`config.mk`:
```
export PLATFORM = sky130hd
export DESIGN_NAME = cs151_inst_encoder
export DESIGN_NICKNAME = d
export VERILOG_FILES = /design/src/rtl/cs151_isa_pkg.sv /design/src/rtl/cs151_inst_fifo.sv /design/src/rtl/cs151_inst_encoder.sv
export SDC_FILE = /design/constraint.sdc
export NUM_CORES = 1
export LEC_CHECK = 0
export CAP_MARGIN = 0
export CORE_ASPECT_RATIO = 1.25
export CORE_MARGIN = 5
export CORE_UTILIZATION = 38
export DETAILED_ROUTE_END_ITERATION = 10
export PLACE_DENSITY = 0.6
export SYNTH_ARGS = -nofsm -noshare
export SYNTH_HDL_FRONTEND = slang
export SYNTH_HIERARCHICAL = 1
export SYNTH_SLANG_ARGS = --single-unit
```
`constraint.sdc`:
```
create_clock -name clk -period 7.3 [get_ports clk]
set_input_delay 0.73 -clock clk [delete_from_list [all_inputs] [get_ports clk]]
set_output_delay 0.73 -clock clk [all_outputs]
set_load 0.01 [all_outputs]
```
`src/rtl/cs151_isa_pkg.sv`:
```
// Shared ISA definitions for the instruction encoder and decoder paths.
// Holds the ALU op codes, opcode/funct constants and an encode function
// that returns {legal, word} for an R-type or I-type ALU request.
package cs151_isa_pkg;

    typedef enum logic [3:0] {
        ALU_AND = 4'b0000,
        ALU_OR  = 4'b0001,
        ALU_ADD = 4'b0010,
        ALU_XOR = 4'b0011,
        ALU_SUB = 4'b0110,
        ALU_SLT = 4'b0111
    } alu_op_e;

    localparam logic [6:0] OPC_RTYPE = 7'b0110011;
    localparam logic [6:0] OPC_ITYPE = 7'b0010011;

    localparam logic [2:0] F3_AND = 3'b111;
    localparam logic [2:0] F3_OR  = 3'b110;
    localparam logic [2:0] F3_ADD = 3'b000;
    localparam logic [2:0] F3_XOR = 3'b100;
    localparam logic [2:0] F3_SLT = 3'b010;

    localparam logic [6:0] F7_BASE = 7'b0000000;
    localparam logic [6:0] F7_SUB  = 7'b0100000;

    typedef struct packed {
        logic        legal;
        logic [31:0] word;
    } enc_t;

    function automatic enc_t encode(
        input logic        itype,
        input logic [3:0]  aluop,
        input logic [4:0]  rd,
        input logic [4:0]  rs1,
        input logic [4:0]  rs2,
        input logic [11:0] imm
    );
        enc_t       r;
        logic [2:0] f3;
        logic [6:0] f7;
        f3      = F3_ADD;
        f7      = F7_BASE;
        r.legal = 1'b1;
        case (aluop)
            ALU_AND: f3 = F3_AND;
            ALU_OR:  f3 = F3_OR;
            ALU_ADD: f3 = F3_ADD;
            ALU_XOR: f3 = F3_XOR;
            ALU_SLT: f3 = F3_SLT;
            ALU_SUB: begin
                // SUB has no immediate form
                f3      = F3_ADD;
                f7      = F7_SUB;
                r.legal = !itype;
            end
            default: r.legal = 1'b0;
        endcase
        r.word = itype ? {imm, rs1, f3, rd, OPC_ITYPE}
                       : {f7, rs2, rs1, f3, rd, OPC_RTYPE};
        return r;
    endfunction

endpackage

```
`src/rtl/cs151_inst_fifo.sv`:
```
// DEPTH x WIDTH synchronous FIFO with synchronous flush.
// Ports: clk, rst_n (async active-low), push/wdata, pop, flush,
//        rdata (head, 0 when empty), full, empty, valid (registered
//        non-empty), level (occupancy).
// Push is dropped when full, pop when empty; flush overrides both.
module cs151_inst_fifo #(
    parameter int unsigned DEPTH = 4,
    parameter int unsigned WIDTH = 32
) (
    input  logic                     clk,
    input  logic                     rst_n,
    input  logic                     push,
    input  logic [WIDTH-1:0]         wdata,
    input  logic                     pop,
    input  logic                     flush,
    output logic [WIDTH-1:0]         rdata,
    output logic                     full,
    output logic                     empty,
    output logic                     valid,
    output logic [$clog2(DEPTH):0]   level
);

    localparam int unsigned AW = $clog2(DEPTH);
    localparam int unsigned LW = AW + 1;

    logic [WIDTH-1:0] mem_q [DEPTH];
    logic [AW-1:0]    wr_ptr_q, rd_ptr_q;
    logic [LW-1:0]    level_q, level_d;
    logic             valid_q;
    logic             push_ok, pop_ok;

    assign full    = (level_q == LW'(DEPTH));
    assign empty   = (level_q == '0);
    assign push_ok = push && !full && !flush;
    assign pop_ok  = pop && !empty && !flush;

    always_comb begin
        level_d = level_q;
        if (flush)                  level_d = '0;
        else if (push_ok && !pop_ok) level_d = level_q + 1'b1;
        else if (pop_ok && !push_ok) level_d = level_q - 1'b1;
    end

    // Pointers are AW bits wide, so wrap modulo DEPTH is implicit.
    always_ff @(posedge clk or negedge rst_n) begin
        if (!rst_n) begin
            wr_ptr_q <= '0;
            rd_ptr_q <= '0;
            level_q  <= '0;
            valid_q  <= 1'b0;
        end else begin
            level_q <= level_d;
            valid_q <= (level_d != '0);
            if (flush) begin
                wr_ptr_q <= '0;
                rd_ptr_q <= '0;
            end else begin
                if (push_ok) wr_ptr_q <= wr_ptr_q + 1'b1;
                if (pop_ok)  rd_ptr_q <= rd_ptr_q + 1'b1;
            end
        end
    end

    always_ff @(posedge clk) begin
        if (push_ok) mem_q[wr_ptr_q] <= wdata;
    end

    // Storage is not reset; masking keeps the head at 0 while empty.
    assign rdata = valid_q ? mem_q[rd_ptr_q] : '0;
    assign valid = valid_q;
    assign level = level_q;

endmodule

```
`src/rtl/cs151_inst_encoder.sv`:
```
// Encodes ALU instruction requests into RV32I R/I-type words, buffers
// them in a FIFO and issues them over a valid/ready interface.
// Ports: clk, rst_n (async active-low); request side in_valid/in_ready
//        with in_itype, in_aluop, in_rd, in_rs1, in_rs2, in_imm; flush;
//        issue side out_valid/out_ready/inst; err (one-cycle pulse on a
//        rejected illegal request); level (FIFO occupancy).
// Macro CS151_INST_COUNT_EN adds issued_cnt[CNT_W-1:0], a wrapping count
// of completed output handshakes that survives flush.
module cs151_inst_encoder
    import cs151_isa_pkg::*;
#(
    parameter int unsigned DEPTH = 4,
    parameter int unsigned CNT_W = 16
) (
    input  logic                   clk,
    input  logic                   rst_n,
    input  logic                   in_valid,
    output logic                   in_ready,
    input  logic                   in_itype,
    input  logic [3:0]             in_aluop,
    input  logic [4:0]             in_rd,
    input  logic [4:0]             in_rs1,
    input  logic [4:0]             in_rs2,
    input  logic [11:0]            in_imm,
    input  logic                   flush,
    output logic                   out_valid,
    input  logic                   out_ready,
    output logic [31:0]            inst,
    output logic                   err,
    output logic [$clog2(DEPTH):0] level
`ifdef CS151_INST_COUNT_EN
    ,
    output logic [CNT_W-1:0]       issued_cnt
`endif
);

    enc_t enc;
    logic fifo_full, fifo_empty;
    logic accept, push, pop;
    logic err_q;

    assign enc = encode(in_itype, in_aluop, in_rd, in_rs1, in_rs2, in_imm);

    // No pass-through when full: in_ready never depends on out_ready.
    assign in_ready = !fifo_full && !flush;
    assign accept   = in_valid && in_ready;
    assign push     = accept && enc.legal;
    assign pop      = out_ready && !fifo_empty;

    cs151_inst_fifo #(
        .DEPTH (DEPTH),
        .WIDTH (32)
    ) u_fifo (
        .clk   (clk),
        .rst_n (rst_n),
        .push  (push),
        .wdata (enc.word),
        .pop   (pop),
        .flush (flush),
        .rdata (inst),
        .full  (fifo_full),
        .empty (fifo_empty),
        .valid (out_valid),
        .level (level)
    );

    always_ff @(posedge clk or negedge rst_n) begin
        if (!rst_n) err_q <= 1'b0;
        else        err_q <= accept && !enc.legal;
    end
    assign err = err_q;

`ifdef CS151_INST_COUNT_EN
    logic [CNT_W-1:0] cnt_q;

    // A pop coinciding with flush is discarded, so it is not counted.
    always_ff @(posedge clk or negedge rst_n) begin
        if (!rst_n)                    cnt_q <= '0;
        else if (pop && !flush)        cnt_q <= cnt_q + 1'b1;
    end
    assign issued_cnt = cnt_q;
`else
    // CNT_W only sizes the counter; nothing to build without it.
    if (CNT_W == 0) begin : g_no_cnt
    end
`endif

endmodule

```
==> results.txt, run 1 <==
----------------------------------------------------
[Placed design]
  Cell Count Post-Placement ... 566
  Pre-CTS setup slack ... ~2.4 ns
  Port buffer count ... 74
  DP Wirelength ... between 6000 and 7000 µm
  GP Congestion ... a little under 0.8

[Synth]
  Main area contributors after synthesis ... sky130_fd_sc_hd__edfxtp_1, sky130_fd_sc_hd__mux4_2, sky130_fd_sc_hd__and2_1
  Portion of synthesized cell area occupied by the leading cell type ... 0.6749
  Distinct cells, synth ... 44
  Syn avg cell area ... 18.80 µm²
  Post-synthesis mux area share ... 0.1399
  Synthesis Warnings ... 6
  Library cell with the largest summed area after synthesis ... sky130_fd_sc_hd__edfxtp_1
  Top_reg_cell synth ... sky130_fd_sc_hd__edfxtp_1
  Combinational family with the most area after synthesis ... multiplexers
  Share of the synthesized area in compound gates (AO/OA/AOI/OAI) ... 0.02504
  Adder-cell area share of the yosys netlist ... 0.01538
  Most frequent cell after synthesis ... sky130_fd_sc_hd__edfxtp_1
  Post-Syn Instances ... between 300 and 400
  Number of synthesized register bits ... about 140
  Number of synthesized flops with an enable pin ... roughly 130
  Share of async-settable or async-resettable flops after synthesis ... 0.06569
  Sequential-to-total area share from yosys stat ... 0.7144
  Area share of xor/xnor cells in the synthesized design ... 0.004613
  Cell area after synthesis ... about 5700 µm²
  Synthesized-area fraction occupied by and/or/nand/nor cells ... 0.07733
  Most used standard cells in the synthesized netlist ... sky130_fd_sc_hd__edfxtp_1, sky130_fd_sc_hd__and2_1, sky130_fd_sc_hd__mux4_2, sky130_fd_sc_hd__inv_1, sky130_fd_sc_hd__dfrtp_1

[Setup path]
  Worst path top cell family by delay ... simple AND/OR/NAND/NOR gates
  Critical Path End Type ... flop
  Ordered list of cells on the worst path ... clkdlybuf4s50_1 -> and3b_1 -> nor4_1 -> a21boi_1 -> and3_2
  Maximum fanout along the worst path ... 32
  Startpoint type of the worst setup path ... primary input
  Data required time of the critical path ... 7.32 ns
  Slowest cell delay on critical path ... between 1 and 1.5 ns
  Bufs and invs on worst path ... 1
  Arrival time of the worst setup path ... between 4 and 5 ns
  Cell type of the slowest stage on the worst timing path ... sky130_fd_sc_hd__nor4_1
  Setup Crit Path Kind ... in -> reg

[Final layout]
  Synthesis-to-finish area growth ... 26.71%
  Non-Filler Instances ... approximately 600
  Total inserted antenna cells ... 0
  Share of cells above drive strength 1 ... 0.1667
  Post-layout nets ... between 400 and 500

[Global routing]
  Total routing resource utilization after global routing ... 0.1275
  Largest net degree at the start of global routing ... 34
  Global-route wire length before repair ... 16890 µm
  GRT overflow ... 0
  Number of antenna violations at the first check in global routing ... 0
  Vias in the first global route ... 3207

[Clocking]
  Clock latency on the worst-skew pair ... about 0.4 ns
  Hold buffers post-CTS ... 0
  TritonCTS clock tree ... yes
  CTS clk-pin slew, worst paths ... approximately 0.06 ns
  CTS Root Buffer Type ... sky130_fd_sc_hd__clkbuf_16
  Number of H-tree levels ... 4
  Total clock sinks ... 137
  Number of buffers created by CTS ... 17
  Number of gates resized after cts ... 0
  Total setup buffers inserted after CTS ... 0
  Longest Clk Path Bufs ... 2

[Pwr]
  Worst-case vdd ir drop ... 0.0001362 V
  Gate power share ... 0.036
  Share of power burned in the clock network ... 0.454
  Power per Cell Area ... between 200 and 250 nW/µm²
  Net switching power ... around 0.31 mW
  LEAKAGE ... 2.412 nW
  Internal ... approximately 1.4 mW
  Proportion of total power due to net switching ... 0.1844
  Register share of total power ... 0.510

[Route]
  DRC ... 0
  Number of DRC violations after detailed-routing iteration 0 ... 140
  Routed WL per cell ... between 15 and 20 µm
  Vias after detailed routing ... between 2k and 3k
  Total wire length ... about 10000 µm
  Detailed-routing iteration count for the pre-antenna-repair pass ... 5
  Via density per instance ... 4.876
  DRT antenna net count ... 0

[Floorplan]
  Cell row count ... 50
  Core Area ... between 10000 and 15000 µm²
  Y dimension of the die ... 146.9 µm
  Floorplan die width ... approximately 120 µm
  Die Footprint ... around 18000 µm²
  Effective utilization at floorplan ... 0.3841
  Count of boundary I/O pins ... 75

[Run]
  Max-cap check violation count ... 0

[Timing]
  Worst-margin pin slew ... ~1.2 ns
  Clock Skews ... 0.009848 ns
  Number of hold-slack violations in the final timing report ... 0
  Worst hold slack across all endpoints ... about 0.56 ns
  Unrepaired setup endpoints after global routing ... false
  Upper clock frequency limit ... 224.8 MHz
  Share of the cycle needed by the critical path after routing ... 0.6094
  Slew margin rel. ... 0.1748
  Setup TNS Final ... 0 ns
  Final worst setup slack ... approximately 2.9 ns
  Final count of pins violating max slew ... 0
  Setup-failing EPs final ... 0
  Min cycle time layout ... around 4.4 ns

[Run status]
  Status ... completed

[Worst hold path]
  Classification of the worst-slack hold path ... reg -> reg

----------------------------------------------------
==> worst reg2reg max path, stage by stage (launching register included) <==
cell	delay [ns]
sky130_fd_sc_hd__dfrtp_1	0.40
sky130_fd_sc_hd__inv_1	0.08
sky130_fd_sc_hd__ha_1	0.32
sky130_fd_sc_hd__and2_1	0.20
sky130_fd_sc_hd__or3b_1	0.34
sky130_fd_sc_hd__nor4_1	0.94
sky130_fd_sc_hd__a21boi_1	0.68
sky130_fd_sc_hd__and3_2	0.89
==> kinds of logic after synthesis <==
family,Yosys count
flip-flops,137
AND/OR/NAND/NOR,73
multiplexers,39
buffers and inverters,27
AO/OA/AOI/OAI,15
adder cells (fa/ha/maj),7
XOR/XNOR,3
other,2
==> power by group through the flow <==
| stage | Sequential (mW) | Combinational, mW | Clock [mW] |
|---|---|---|---|
| floorplan | 0.882 | 0.0245 | 0 |
| finish | 0.868 | 0.0605 | 0.773 |
| detailed placement | 0.884 | 0.0609 | 0 |
| CTS | 0.868 | 0.0612 | 0.791 |
| global placement | 0.883 | 0.0597 | 0 |
| global route | 0.868 | 0.0670 | 0.828 |
==> layer usage <==
metal,GRT usage,part of all wire,vias to the layer above
met3,0.05006,0.048,7
li1,-,-,1362
met5,0,0,-
met2,0.2217,0.54,71
met4,0.03266,0.0071,0
met1,0.1478,0.41,1466
==> flip-flops by register name, summed over array words and instances (netlist names) <==
signal,flops
u_fifo/mem_q,128
u_fifo/level,3
u_fifo/rd_ptr_q,2
u_fifo/wr_ptr_q,2
err,1
u_fifo/valid,1
==> worst paths after layout <==
check                           startpoint            endpoint  slack [ns]  cells after the start
setup / recovery                  in_itype  u_fifo/mem_q[2][4]        2.85                      5
hold / removal             u_fifo/level[0]     u_fifo/level[0]        0.56                      1
setup reg to reg           u_fifo/level[0]  u_fifo/mem_q[2][4]        3.05                      7
hold reg to reg            u_fifo/level[0]     u_fifo/level[0]        0.56                      1
max in group asynchronous            rst_n  u_fifo/rd_ptr_q[0]        6.34                      1
min in group asynchronous            rst_n                 err        0.63                      1
==> through the flow <==
stage | utilization | cell area [µm²] | power [mW]
after detailed placement | 0.4504 | 6678 | 0.9447
after floorplan | - | 5778 | 0.9067
after global placement | 0.4504 | 6678 | 0.9430
after global routing | 0.4868 | 7217 | 1.763
after CTS | 0.4868 | 7217 | 1.720
final | 0.4868 | 7217 | 1.701
==> cell usage in the layout, fill, tap and decap left out, drive strengths merged, types with 2 or more instances in the layout <==
| cell type | netlist | layout |
|---|---|---|
| clkbuf | 6 | 18 |
| and3 | 4 | 4 |
| inv | 11 | 11 |
| bufinv | 0 | 2 |
| ha | 7 | 7 |
| conb | 2 | 24 |
| nor4 | 2 | 2 |
| and2 | 39 | 39 |
| nand3 | 3 | 3 |
| edfxtp | 128 | 128 |
| clkinv | 0 | 8 |
| dfrtp | 9 | 9 |
| nand2b | 2 | 2 |
| nand2 | 5 | 5 |
| a221oi | 2 | 2 |
| nor2b | 3 | 3 |
| clkinvlp | 0 | 2 |
| mux2 | 5 | 5 |
| mux2i | 2 | 2 |
| a21oi | 2 | 2 |
| mux4 | 32 | 32 |
| clkdlybuf4s50 | 0 | 74 |
| xor2 | 2 | 2 |
| o311a | 3 | 3 |
| nor2 | 7 | 7 |
==> cell type report <==
cell class / instances / area, µm²
clock buffers: 18 / 429.2
clock inverters: 12 / 110.1
fillers: 1251 / 7610
inverters: 11 / 41.29
multi-input cells: 161 / 1589
flip-flops and latches: 137 / 4071
well taps: 182 / 227.7
repair buffers: 75 / 748.2
Power figures use the tool's default switching activity.
==> inputs of run 2 (changes only) <==
==> constraint.sdc (replaced) <==
create_clock -name clk -period 4.65 [get_ports clk]
set_input_delay 0.465 -clock clk [delete_from_list [all_inputs] [get_ports clk]]
set_output_delay 0.465 -clock clk [all_outputs]
set_load 0.01 [all_outputs]
==> results.txt, run 2 (synthesis gave the netlist of run 1 again) <==
----------------------------------------------------
[Route]
  Vias after detailed routing ... 2895 (-0.38%)
  DRT antenna net count ... 0 (unchanged)
  Total wire length ... 10700 µm (+2.5%)
  Routed WL per cell ... 17.81 µm (+1.6%)
  Via density per instance ... 4.817 (-1.2%)
  Detailed-routing iteration count for the pre-antenna-repair pass ... 4 (-1)
  DRC ... 0 (unchanged)
  Number of DRC violations after detailed-routing iteration 0 ... 108 (-23%)

[Pwr]
  Register share of total power ... 0.516 (+0.006)
  Final Total Pwr ... 2.640 mW (+55%)
  LEAKAGE ... 2.417 nW (+0.18%)
  Gate power share ... 0.037 (about the same)
  Proportion of total power due to net switching ... 0.1898 (+0.005404)
  Net switching power ... 0.5011 mW (+60%)
  Share of power burned in the clock network ... 0.447 (-0.007)
  Worst-case vdd ir drop ... 0.0002081 V (+53%)
  Power per Cell Area ... 365.4 nW/µm² (+55%)
  Internal ... 2.138 mW (+54%)

[Setup path]
  FF-to-FF path depth ... 9 (+2)
  Worst r2r src ... u_fifo/level[0]
  Critical Path End Type ... primary output
  Capture point of the worst reg-to-reg path ... u_fifo/mem_q[3][24]
  Startpoint type of the worst setup path ... flop
  Internal reg-to-reg setup slack ... 1.31 ns (-1.74 ns)
  Arrival time of the worst setup path ... 2.88 ns (-1.59 ns)
  Data required time of the critical path ... 4.18 ns (-3.14 ns)
  Setup Crit Path Kind ... reg -> out
  Maximum fanout along the worst path ... 19 (-41%)

[Timing]
  Worst-margin pin slew ... 0.9672 ns (-0.2592 ns)
  Min cycle time layout ... roughly 3.3 ns
  Upper clock frequency limit ... approximately 300 MHz
  Share of the cycle needed by the critical path after routing ... 0.7194
  Number of hold-slack violations in the final timing report ... 0 (unchanged)
  Setup-failing EPs final ... 0 (unchanged)
  Setup TNS Final ... 0 ns (unchanged)
  Slew margin rel. ... 0.3552 (+0.1804)
  Unrepaired setup endpoints after global routing ... false
  Final count of pins violating max slew ... 0 (unchanged)
  Clock Skews ... 0.006367 ns (-0.003481 ns)

[Floorplan]
  Count of boundary I/O pins ... 75 (unchanged)
  Effective utilization at floorplan ... 0.3841 (unchanged)
  Floorplan die width ... 119.5 µm (unchanged)
  Core Area ... 14830 µm² (unchanged)
  Die Footprint ... 17550 µm² (unchanged)
  Cell row count ... 50 (unchanged)
  Y dimension of the die ... 146.9 µm (unchanged)

[Clocking]
  Total clock sinks ... 137 (unchanged)
  CTS Root Buffer Type ... sky130_fd_sc_hd__clkbuf_16
  CTS clk-pin slew, worst paths ... 0.05 ns (about the same)
  TritonCTS clock tree ... yes
  Hold buffers post-CTS ... 0 (unchanged)
  Number of gates resized after cts ... 0 (unchanged)
  Total setup buffers inserted after CTS ... 0 (unchanged)
  Number of H-tree levels ... 4 (unchanged)
  Number of buffers created by CTS ... 17 (unchanged)
  Clock latency on the worst-skew pair ... 0.41 ns (about the same)
  Longest Clk Path Bufs ... 2 (unchanged)

[Placed design]
  GP Congestion ... 0.8261 (+6.1%)
  Port buffer count ... 74 (unchanged)
  DP Wirelength ... 6564 µm (+2.7%)

[Final layout]
  Leading cell type in the layout, fill and taps excluded ... sky130_fd_sc_hd__edfxtp_1
  Fill cell total of the finished layout ... 1238 (-1.0%)
  Total inserted antenna cells ... 0 (unchanged)
  Multi-input gate area ... 1589 µm² (unchanged)
  Leading cell types in the layout, fill and taps excluded ... sky130_fd_sc_hd__edfxtp_1, sky130_fd_sc_hd__clkdlybuf4s50_1, sky130_fd_sc_hd__and2_1, sky130_fd_sc_hd__mux4_2, sky130_fd_sc_hd__conb_1
  Top register by number of flip-flops ... u_fifo/mem_q
  Post-layout nets ... 450 (+0.67%)
  Max reg flops ... 128 (unchanged)
  Share of cells above drive strength 1 ... 0.1695 (+0.002784)
  Register Area ... 4071 µm² (unchanged)
  Synthesis-to-finish area growth ... 26.85%

[Global routing]
  Global-route wire length before repair ... 17510 µm (+3.7%)
  Number of antenna violations at the first check in global routing ... 0 (unchanged)
  Largest net degree at the start of global routing ... 34 (unchanged)
  Total routing resource utilization after global routing ... 0.1328 (+0.005280)
  GRT overflow ... 0 (unchanged)
  Vias in the first global route ... 3314 (+3.3%)

[Run]
  Max-cap check violation count ... 0 (unchanged)

[Run status]
  Status ... completed

[Worst hold path]
  Classification of the worst-slack hold path ... in -> async

----------------------------------------------------
==> run 2: changes by cell type in the layout (fill, tap and decap cells not counted) <==
cell,delta
sky130_fd_sc_hd__bufinv_16,-1
sky130_fd_sc_hd__clkinv_4,+1
sky130_fd_sc_hd__clkbuf_1,+5
sky130_fd_sc_hd__clkinv_1,-2
sky130_fd_sc_hd__clkinv_2,-1
sky130_fd_sc_hd__buf_4,+3
==> run 2: how the worst max path moves through the flow <==
stage	cells past startpoint	startpoint	slack [ns]	end
final	4	u_fifo/rd_ptr_q[0]	1.30	inst[5]
after global routing	4	u_fifo/rd_ptr_q[0]	1.04	inst[3]
after global placement	7	flush	1.24	u_fifo/mem_q[0][6]
after detailed placement	7	flush	1.14	u_fifo/mem_q[3][28]
after floorplan	8	u_fifo/level[0]	0.92	u_fifo/mem_q[0][0]
after CTS	4	u_fifo/rd_ptr_q[0]	1.20	inst[5]
==> run 2: critical path: stages (launching register included) <==
cell and delay (ns):
sky130_fd_sc_hd__dfrtp_2 0.79, sky130_fd_sc_hd__buf_4 0.44, sky130_fd_sc_hd__mux4_2 0.57, sky130_fd_sc_hd__and2_1 0.18
sky130_fd_sc_hd__clkdlybuf4s50_1 0.48
==> run 2: routing by layer <==
layer / track usage / vias up / wire length [µm]
li1: - / 1379 / -
met1: 0.1602 / 1431 / 4479
met2: 0.2274 / 67 / 5585
met3: 0.04082 / 18 / 452
met4: 0.04413 / 0 / 183
met5: 0 / - / 0
==> run 2: final cells by class <==
class / instances / area share
clock buffer: 23 / 0.06200
sequential: 137 / 0.5636
tap: 182 / 0.03152
timing repair buffer: 78 / 0.1067
multi-input combinational: 161 / 0.2200
inverter: 11 / 0.005715
clock inverter: 9 / 0.01056
==> run 2: stage by stage <==
step,instances,cell area (µm²),utilization,hold slack (ns),setup WS (ns)
3_3_place_gp,569,6700,0.4519,0.5509,1.242
4_1_cts,601,7224,0.4873,0.3578,1.195
6_report,601,7224,0.4873,0.3551,1.305
5_1_grt,601,7224,0.4873,0.3895,1.038
3_5_place_dp,569,6700,0.4519,0.5596,1.137
2_1_floorplan,325,5778,-,0.1694,0.9201
==> run 2: power by group through the flow <==
stage	registers [mW]	logic (mW)	clock network, mW
4_1_cts	1.36	0.0985	1.21
3_3_place_gp	1.39	0.0949	0
6_report	1.36	0.0967	1.18
5_1_grt	1.36	0.108	1.27
2_1_floorplan	1.38	0.0385	0
3_5_place_dp	1.39	0.0977	0
==> inputs of run 3 (changes only) <==
==> constraint.sdc (replaced) <==
create_clock -name clk -period 3.21 [get_ports clk]
set_input_delay 0.321 -clock clk [delete_from_list [all_inputs] [get_ports clk]]
set_output_delay 0.321 -clock clk [all_outputs]
set_load 0.01 [all_outputs]
==> results.txt, run 3 (synthesis gave the netlist of run 1 again) <==
----------------------------------------------------
[Placed design]
  GP Congestion ... 0.7441 (-9.9%)
  Cell Count Post-Placement ... 583 (+2.5%)
  DP Wirelength ... 7070 µm (+7.7%)
  Pre-CTS setup slack ... 0.3658 ns (-0.7717 ns)
  Port buffer count ... 74 (unchanged)

[Final layout]
  Post-layout nets ... 464 (+3.1%)
  Max reg flops ... 128 (unchanged)
  Leading cell type in the layout, fill and taps excluded ... sky130_fd_sc_hd__edfxtp_1
  Share of cells above drive strength 1 ... 0.2125 (+0.04302)
  Non-Filler Instances ... 615 (+2.3%)
  Leading cell types in the layout, fill and taps excluded ... sky130_fd_sc_hd__edfxtp_1, sky130_fd_sc_hd__clkdlybuf4s50_1, sky130_fd_sc_hd__and2_1, sky130_fd_sc_hd__mux4_2, sky130_fd_sc_hd__conb_1
  Synthesis-to-finish area growth ... 30.01%
  Top register by number of flip-flops ... u_fifo/mem_q
  Total inserted antenna cells ... 0 (unchanged)

[Setup path]
  Setup Crit Path Kind ... reg -> reg
  Startpoint type of the worst setup path ... flop
  Data required time of the critical path ... 3.28 ns (-0.90 ns)
  Slowest cell delay on critical path ... 0.41 ns (-0.38 ns)
  Worst path top cell family by delay ... simple AND/OR/NAND/NOR gates
  Arrival time of the worst setup path ... 2.90 ns (+0.02 ns)
  Maximum fanout along the worst path ... 20 (+1)
  Bufs and invs on worst path ... 3 (+1)
  Critical Path End Type ... flop
  Most frequent CP cell ... sky130_fd_sc_hd__buf_4
  Cell type of the slowest stage on the worst timing path ... sky130_fd_sc_hd__dfrtp_1
  Ordered list of cells on the worst path ... inv_1 -> ha_1 -> and2_1 -> or3b_1 -> nor4_2 -> a21boi_1 -> buf_4 -> and3_2 -> buf_4

[Global routing]
  Vias in the first global route ... 3229 (-2.6%)
  GRT overflow ... 0 (unchanged)
  Global-route wire length before repair ... 16920 µm (-3.4%)
  Largest net degree at the start of global routing ... 22 (-35%)
  Total routing resource utilization after global routing ... 0.1258 (-0.006984)
  Number of antenna violations at the first check in global routing ... 0 (unchanged)

[Run status]
  Status ... completed

[Pwr]
  LEAKAGE ... 2.511 nW (+3.9%)
  Worst-case vdd ir drop ... 0.0002721 V (+31%)
  Power per Cell Area ... 526.9 nW/µm² (+44%)
  Final Total Pwr ... 3.901 mW (+48%)

[Timing]
  Final worst setup slack ... 0.3802 ns (-0.9244 ns)
  Slew margin rel. ... 0.4942 (+0.1390)
  Clock Skews ... 0.009225 ns (+0.002858 ns)
  Share of the cycle needed by the critical path after routing ... 0.8816
  Worst hold slack across all endpoints ... 0.2233 ns (-0.1318 ns)
  Setup-failing EPs final ... 0 (unchanged)
  Min cycle time layout ... 2.830 ns
  Worst-margin pin slew ... 0.7490 ns (-0.2183 ns)
  Setup TNS Final ... 0 ns (unchanged)
  Upper clock frequency limit ... 353.4 MHz
  Number of hold-slack violations in the final timing report ... 0 (unchanged)
  Unrepaired setup endpoints after global routing ... false
  Final count of pins violating max slew ... 0 (unchanged)

[Floorplan]
  Core Area ... 14830 µm² (unchanged)
  Cell row count ... 50 (unchanged)
  Count of boundary I/O pins ... 75 (unchanged)
  Die Footprint ... 17550 µm² (unchanged)
  Y dimension of the die ... 146.9 µm (unchanged)
  Floorplan die width ... 119.5 µm (unchanged)
  Effective utilization at floorplan ... 0.3841 (unchanged)

[Clocking]
  Clock latency on the worst-skew pair ... 0.40 ns (about the same)
  Number of buffers created by CTS ... 17 (unchanged)
  Total setup buffers inserted after CTS ... 0 (unchanged)
  Hold buffers post-CTS ... 0 (unchanged)
  TritonCTS clock tree ... yes
  CTS Root Buffer Type ... sky130_fd_sc_hd__clkbuf_16
  CTS clk-pin slew, worst paths ... 0.06 ns (about the same)
  Number of H-tree levels ... 4 (unchanged)
  Number of gates resized after cts ... 0 (unchanged)
  Total clock sinks ... 137 (unchanged)
  Longest Clk Path Bufs ... 2 (unchanged)

[Route]
  Via density per instance ... 4.906 (+1.8%)
  Number of DRC violations after detailed-routing iteration 0 ... 147 (+36%)
  DRT antenna net count ... 0 (unchanged)
  Detailed-routing iteration count for the pre-antenna-repair pass ... 4 (unchanged)
  Routed WL per cell ... 17.29 µm (-2.9%)
  DRC ... 0 (unchanged)
  Vias after detailed routing ... 3017 (+4.2%)
  Total wire length ... 10640 µm (-0.61%)

[Run]
  Max-cap check violation count ... 0 (unchanged)

[Worst hold path]
  Classification of the worst-slack hold path ... in -> async

----------------------------------------------------
-- run 3: where the power goes --
group	leakage [nW]	internal, mW	switching, mW
clock network	0.260	1.07	0.717
logic	0.971	0.0804	0.0670
registers	1.28	1.97	0.00526
-- run 3: path summary, 6_finish.rpt --
| check | from | endpoint | slack [ns] | cells past startpoint |
|---|---|---|---|---|
| max | u_fifo/level[0] | u_fifo/mem_q[3][26] | 0.38 | 9 |
| min | rst_n | u_fifo/level[1] | 0.22 | 1 |
| max reg2reg | u_fifo/level[0] | u_fifo/mem_q[3][26] | 0.38 | 9 |
| min reg2reg | u_fifo/level[0] | u_fifo/level[0] | 0.58 | 1 |
| max in group asynchronous | rst_n | u_fifo/rd_ptr_q[1] | 2.65 | 1 |
| min in group clk | in_valid | err | 0.55 | 2 |
-- run 3: stage by stage --
| stage | area [µm²] | util |
|---|---|---|
| 2_1_floorplan | 5789 | - |
| 3_3_place_gp | 6849 | 0.4619 |
| 3_5_place_dp | 6849 | 0.4619 |
| 4_1_cts | 7405 | 0.4994 |
| 5_1_grt | 7405 | 0.4994 |
| 6_report | 7405 | 0.4994 |
-- run 3: final cells by class --
class	count	area [µm²]
fill	1247	7422
sequential	137	4071
multi-input combinational	161	1595
timing repair buffer	92	913.4
clock buffer	18	429.2
tap	182	227.7
clock inverter	14	126.4
inverter	11	41.29
-- run 3: metal layers --
metal / GRT usage / wire (µm)
met5: 0 / 0
met4: 0.03954 / 79
met3: 0.03581 / 434
met2: 0.2110 / 5473
met1: 0.1587 / 4648
-- run 3: worst reg2reg max path: stages (launching register included) --
cell and delay, ns:
sky130_fd_sc_hd__dfrtp_1 0.41, sky130_fd_sc_hd__inv_1 0.09, sky130_fd_sc_hd__ha_1 0.32, sky130_fd_sc_hd__and2_1 0.19, sky130_fd_sc_hd__or3b_1 0.36, sky130_fd_sc_hd__nor4_2 0.20
sky130_fd_sc_hd__a21boi_1 0.24, sky130_fd_sc_hd__buf_4 0.17, sky130_fd_sc_hd__and3_2 0.19, sky130_fd_sc_hd__buf_4 0.31
